`src/rtl/packet_sender.sv`:
```
// Frames bytes drained from the sample store into fixed-length packets:
// SYNC0 SYNC1 SEQ LENhi LENlo payload... CSUM, streamed over a valid/ready byte link.
module packet_sender #(
  parameter int          PAYLOAD_LEN   = 256,
  parameter logic [7:0]  SYNC0         = 8'hA5,
  parameter logic [7:0]  SYNC1         = 8'h5A,
  parameter int          VALID_TIMEOUT = 4
) (
  input  logic       ReadClock,
  input  logic       Reset,
  input  logic       Enable,
  input  logic       StoreReady,
  input  logic [7:0] StoreData,
  input  logic       StoreValid,
  output logic       StoreReadEnable,
  output logic [7:0] TxData,
  output logic       TxValid,
  input  logic       TxReady,
  output logic       Busy,
  output logic       PacketDone,
  output logic       Underrun,
  output logic [2:0] DebugState
);

  typedef enum logic [2:0] {
    IDLE  = 3'd0,
    HDR   = 3'd1,
    FETCH = 3'd2,
    WAIT  = 3'd3,
    SEND  = 3'd4,
    CSUM  = 3'd5
  } state_t;

  localparam logic [15:0] LEN = 16'(PAYLOAD_LEN);
  localparam int          WW  = $clog2(VALID_TIMEOUT + 1);
  localparam logic [WW-1:0] WAIT_LAST = WW'(VALID_TIMEOUT - 1);

  state_t        state, nextState;
  logic [2:0]    hdrIdx;
  logic [7:0]    seq;
  logic [7:0]    csum;
  logic [15:0]   cnt;
  logic [WW-1:0] waitCnt;
  logic [7:0]    byteReg;
  logic          underrunReg;
  logic          packetDoneReg;

  // TX link: a byte moves on TxValid && TxReady. TxValid and TxData depend only
  // on registered state, so they hold steady while the transmitter stalls.
  logic txFire;
  assign txFire = TxValid && TxReady;

  logic startPacket;
  assign startPacket = (state == IDLE) && Enable && StoreReady;

  logic waitTimeout;
  assign waitTimeout = !StoreValid && (waitCnt == WAIT_LAST);

  always_ff @(posedge ReadClock) begin
    if (Reset) state <= IDLE;
    else       state <= nextState;
  end

  always_comb begin
    nextState = state;
    case (state)
      IDLE:  if (startPacket) nextState = HDR;
      HDR:   if (txFire && hdrIdx == 3'd4) nextState = FETCH;
      FETCH: if (StoreReady) nextState = WAIT;
      WAIT:  if (StoreValid || waitTimeout) nextState = SEND;
      SEND:  if (txFire) nextState = ((cnt + 16'd1) == LEN) ? CSUM : FETCH;
      CSUM:  if (txFire) nextState = IDLE;
      default: nextState = IDLE;
    endcase
  end

  always_ff @(posedge ReadClock) begin
    if (Reset) begin
      hdrIdx        <= '0;
      seq           <= '0;
      csum          <= '0;
      cnt           <= '0;
      waitCnt       <= '0;
      byteReg       <= '0;
      underrunReg   <= 1'b0;
      packetDoneReg <= 1'b0;
    end else begin
      packetDoneReg <= 1'b0;
      case (state)
        IDLE: if (startPacket) begin
          underrunReg <= 1'b0;
          csum        <= '0;
          cnt         <= '0;
          hdrIdx      <= '0;
        end
        HDR: if (txFire) begin
          hdrIdx <= hdrIdx + 3'd1;
          // Sync bytes are excluded from the checksum.
          if (hdrIdx >= 3'd2) csum <= csum + TxData;
        end
        FETCH: waitCnt <= '0;
        WAIT: begin
          if (StoreValid) begin
            byteReg <= StoreData;
          end else if (waitTimeout) begin
            byteReg     <= 8'h00;
            underrunReg <= 1'b1;
          end else begin
            waitCnt <= waitCnt + 1'b1;
          end
        end
        SEND: if (txFire) begin
          csum <= csum + byteReg;
          cnt  <= cnt + 16'd1;
        end
        CSUM: if (txFire) begin
          packetDoneReg <= 1'b1;
          seq           <= seq + 8'd1;
        end
        default: ;
      endcase
    end
  end

  always_comb begin
    TxValid         = 1'b0;
    TxData          = 8'h00;
    StoreReadEnable = 1'b0;
    Busy            = (state != IDLE);
    case (state)
      HDR: begin
        TxValid = 1'b1;
        case (hdrIdx)
          3'd0:    TxData = SYNC0;
          3'd1:    TxData = SYNC1;
          3'd2:    TxData = seq;
          3'd3:    TxData = LEN[15:8];
          default: TxData = LEN[7:0];
        endcase
      end
      FETCH: StoreReadEnable = StoreReady;
      SEND: begin
        TxValid = 1'b1;
        TxData  = byteReg;
      end
      CSUM: begin
        TxValid = 1'b1;
        TxData  = csum;
      end
      default: ;
    endcase
  end

  assign PacketDone = packetDoneReg;
  assign Underrun   = underrunReg;
  assign DebugState = state;

endmodule
```
`config.mk`:
```
export PLATFORM = sky130hd
export DESIGN_NAME = packet_sender
export DESIGN_NICKNAME = d
export VERILOG_FILES = /design/src/rtl/packet_sender.sv
export SDC_FILE = /design/constraint.sdc
export NUM_CORES = 1
export LEC_CHECK = 0
export CORE_ASPECT_RATIO = 1.75
export CORE_MARGIN = 5
export CORE_UTILIZATION = 51
export CTS_CLUSTER_SIZE = 12
export DETAILED_ROUTE_END_ITERATION = 8
export GPL_ROUTABILITY_DRIVEN = 0
export PLACE_DENSITY_LB_ADDON = 0.15
export SETUP_SLACK_MARGIN = 0.5
export SYNTH_ARGS = -nofsm -noshare
export SYNTH_HDL_FRONTEND = slang
export SYNTH_SLANG_ARGS = --single-unit
```
`constraint.sdc`:
```
create_clock -name ReadClock -period 3.35 [get_ports ReadClock]
set_clock_uncertainty 0.1 [all_clocks]
set_input_delay 0.335 -clock ReadClock [delete_from_list [all_inputs] [get_ports ReadClock]]
set_output_delay 0.335 -clock ReadClock [all_outputs]
set_load 0.01 [all_outputs]
```
==> impl_metrics.toml <==
[status]
status = "finished, final reports clean"

[timing]
hold_viol = 0
worst_pin_slew_ps = 813
max_freq_mhz = 349
setup_slack_ps = 483
fin_crit_ps = 2870
slew_violations = 0
fin_crit_sh_pct = 85.6
slew_headroom_pct = 45.8
setup_violations = 0
rsz0062_at_grt = "yes"
final.setup.tns_ps = 0

[synthesis]
synth-simple-area-share_pct = 26.3
synth_top_family_by_area = "simple AND/OR/NAND/NOR gates"
synth_xor_area_share_pct = 3.03
netlist_instances = 404
syn_area_per_cell_um2 = 7.87
synth-adder-area-share_pct = 6.93
yosysTopAreaCellShare_pct = 32.1
ys_seq_elements = 51
synth-main-ff-cell = "dfxtp_1"
synth.largest_area_cell = "dfxtp_1"
synth_async_sr_flop_share_pct = 0
synth_cell_types = 58
syn_nets = 435
synth.area.top_cells = "dfxtp_1 (32%), nor2_1 (6.7%), ha_1 (6.3%)"
synth_area_um2 = 3180
yosysSeqAreaShare_pct = 32.1
synth_mux_area_share_pct = 2.87
synth_warnings = 0
synth_enable_flop_cells = 0
synth_compound_area_share_pct = 22.6

[power_and_ir_drop]
total_power_mw = 1.77
p_leak_nw = 1.30
peakVddDrop_mv = 0.294
powerDensity_nw_per_um2 = 478

[layout]
finalNonFillerCells = 507
n_antenna_cell = 0
final_area_um2 = 3710
multi_input_comb_area_um2 = 2030
regArea_um2 = 1030
area_growth_pct = 16.9
drive_gt1_share_pct = 10.3
nets = 457
final.fill_count = 575

[critical_path]
worst-setup-path-type = "reg2reg"
critPathArrivalTime_ps = 2990
cp-start-kind = "flop"
required_ps = 3470
crit_path_end_kind = "flop"
crit_path_max_fanout = 8

[run]
maxCapViolCount = 0

[clock_tree]
clk_pin_slew_ps = 90
cts_buffers = 5
clockBufferDepth = 2
hold_buffers = 0
clockRootBuffer = "clkbuf_8"
numClockSinks = 51
cts_tree = "yes"
clock_latency_ps = 300
cts_max_level = 2

[floorplanning]
ioPinCount = 30
die_w_um = 69.7
coreArea_um2 = 6130
start_util_pct = 51.8
die-area_um2 = 7970
rows = 38
die_h_um = 114

[global_route]
grtUsageTotal_pct = 20.3
antenna_found_initial = 0
grt_pass1_wl_mm = 13.1
grt_max_degree = 43
grt_pass1_vias = 2843
grt_overflow = 0

[route]
drt_iter0_markers = 124
drcViolationCount = 0
ant_nets = 0
wl_per_cell_um = 16.0
vias = 2973
drt_pass1_iterations = 4
wirelength_mm = 8.09
via_per_inst = 5.86

[placed_design]
dpl.hpwl_mm = 5.97
dpl_worst_slack_ps = 306
portBuffers = 29
dpl.cell_count = 496
placed_area_um2 = 3540

[min_path]
hp-class = "reg2reg"
-- synth_stat cells (2+ instances only) --
| cell type | number |
|---|---|
| a21o_1 | 4 |
| a21oi_1 | 37 |
| a22oi_1 | 13 |
| a31oi_1 | 7 |
| and2_1 | 2 |
| and3_1 | 3 |
| and3b_1 | 2 |
| buf_1 | 3 |
| buf_2 | 10 |
| clkbuf_1 | 12 |
| dfxtp_1 | 51 |
| ha_1 | 16 |
| inv_1 | 20 |
| mux2i_1 | 8 |
| nand2_1 | 20 |
| nand2b_1 | 2 |
| nand3_1 | 19 |
| nand3b_1 | 5 |
| nand4_1 | 6 |
| nand4b_1 | 5 |
| nor2_1 | 57 |
| nor2b_1 | 5 |
| nor3_1 | 10 |
| nor4_1 | 6 |
| o21a_1 | 3 |
| o21ai_0 | 15 |
| o21ai_1 | 3 |
| o22ai_1 | 13 |
| o31a_1 | 2 |
| or3_1 | 6 |
| or4_1 | 3 |
| xnor2_1 | 4 |
| xor2_1 | 7 |
-- sequential cells by signal, summed over array words and instances, names as in the netlist --
register / flops
cnt: 16
byteReg: 8
csum: 8
seq: 8
DebugState: 3
hdrIdx: 3
waitCnt: 3
PacketDone: 1
Underrun: 1
-- path summary, 6_finish.rpt --
kind	start	end	slack (ps)	cells past startpoint
max	hdrIdx[0]$_SDFFE_PP0P_	csum[7]$_SDFFE_PP0P_	480	15
max reg2reg	hdrIdx[0]$_SDFFE_PP0P_	csum[7]$_SDFFE_PP0P_	480	15
min	waitCnt[1]$_SDFFE_PP0P_	waitCnt[1]$_SDFFE_PP0P_	390	2
min reg2reg	waitCnt[1]$_SDFFE_PP0P_	waitCnt[1]$_SDFFE_PP0P_	390	2
-- cell type report --
type,count,share of cell area (%)
multi-input combinational,307,54.6
timing repair buffer,41,10.2
clock buffer,8,2.70
sequential,51,27.7
tap,80,2.70
inverter,20,2.09
-- cells in the final DEF, fill, tap and decap left out, types with 6 or more instances in the layout --
master / count
a21oi_1: 34
a22oi_1: 13
a31oi_1: 7
buf_4: 11
clkbuf_8: 7
clkdlybuf4s50_1: 28
dfxtp_1: 48
ha_1: 13
inv_1: 19
mux2i_1: 7
nand2_1: 20
nand3_1: 19
nand4_1: 6
nor2_1: 57
nor3_1: 10
nor4_1: 6
o21ai_0: 13
o22ai_1: 13
or3_1: 6
xor2_1: 7
-- power by group --
group | leakage, nW | switching [mW] | total [mW] | internal (mW)
Combinational | 0.836 | 0.423 | 0.726 | 0.304
Sequential | 0.413 | 0.0352 | 0.663 | 0.628
Clock | 0.0515 | 0.195 | 0.384 | 0.189
Total | 1.30 | 0.653 | 1.77 | 1.12
-- metrics by stage --
step / hold WS [ps] / utilization, %
after global placement: 358 / 57.7
after CTS: 390 / 59.8
after floorplan: 348 / -
after detailed placement: 376 / 57.7
final: 389 / 60.5
after global routing: 413 / 60.5
-- worst max-delay path, stage by stage, from the launching register on --
cell and delay [ps]:
dfxtp_2 380, inv_4 60, ha_4 180, a21oi_2 130, nor2_1 40, o21ai_1 140
nor2_1 70, a21oi_2 130, nor2_1 60, ha_2 190, a21o_1 160, a211o_1 300
a2111oi_4 320, nor4_1 90, or3_1 320, a31oi_1 120
-- cells by family (layout without fill, tap and decap cells) --
group / after synthesis / count (layout)
AOI/OAI and AO/OA: 111 / 111
xor gates and xnor gates: 11 / 11
DFF: 51 / 51
adders and majority gates: 17 / 17
muxes: 9 / 9
and+or+nand+nor: 159 / 159
buffers and inverters: 46 / 69
-- timing repair --
action | 4_1_cts | 5_1_grt
endpoints found under the setup margin | 2 | 3
setup buffers | 1 | 2
gates resized for setup | 6 | 9
pin swaps | 1 | 1
-- routing by layer --
metal,GRT usage [%],wire [um],vias up
met2,37.4,4270,65
met5,0,0,-
met1,21.7,3210,1385
met3,3.25,279,19
met4,11.1,327,0
li1,-,-,1504
Power figures use the tool's default switching activity.
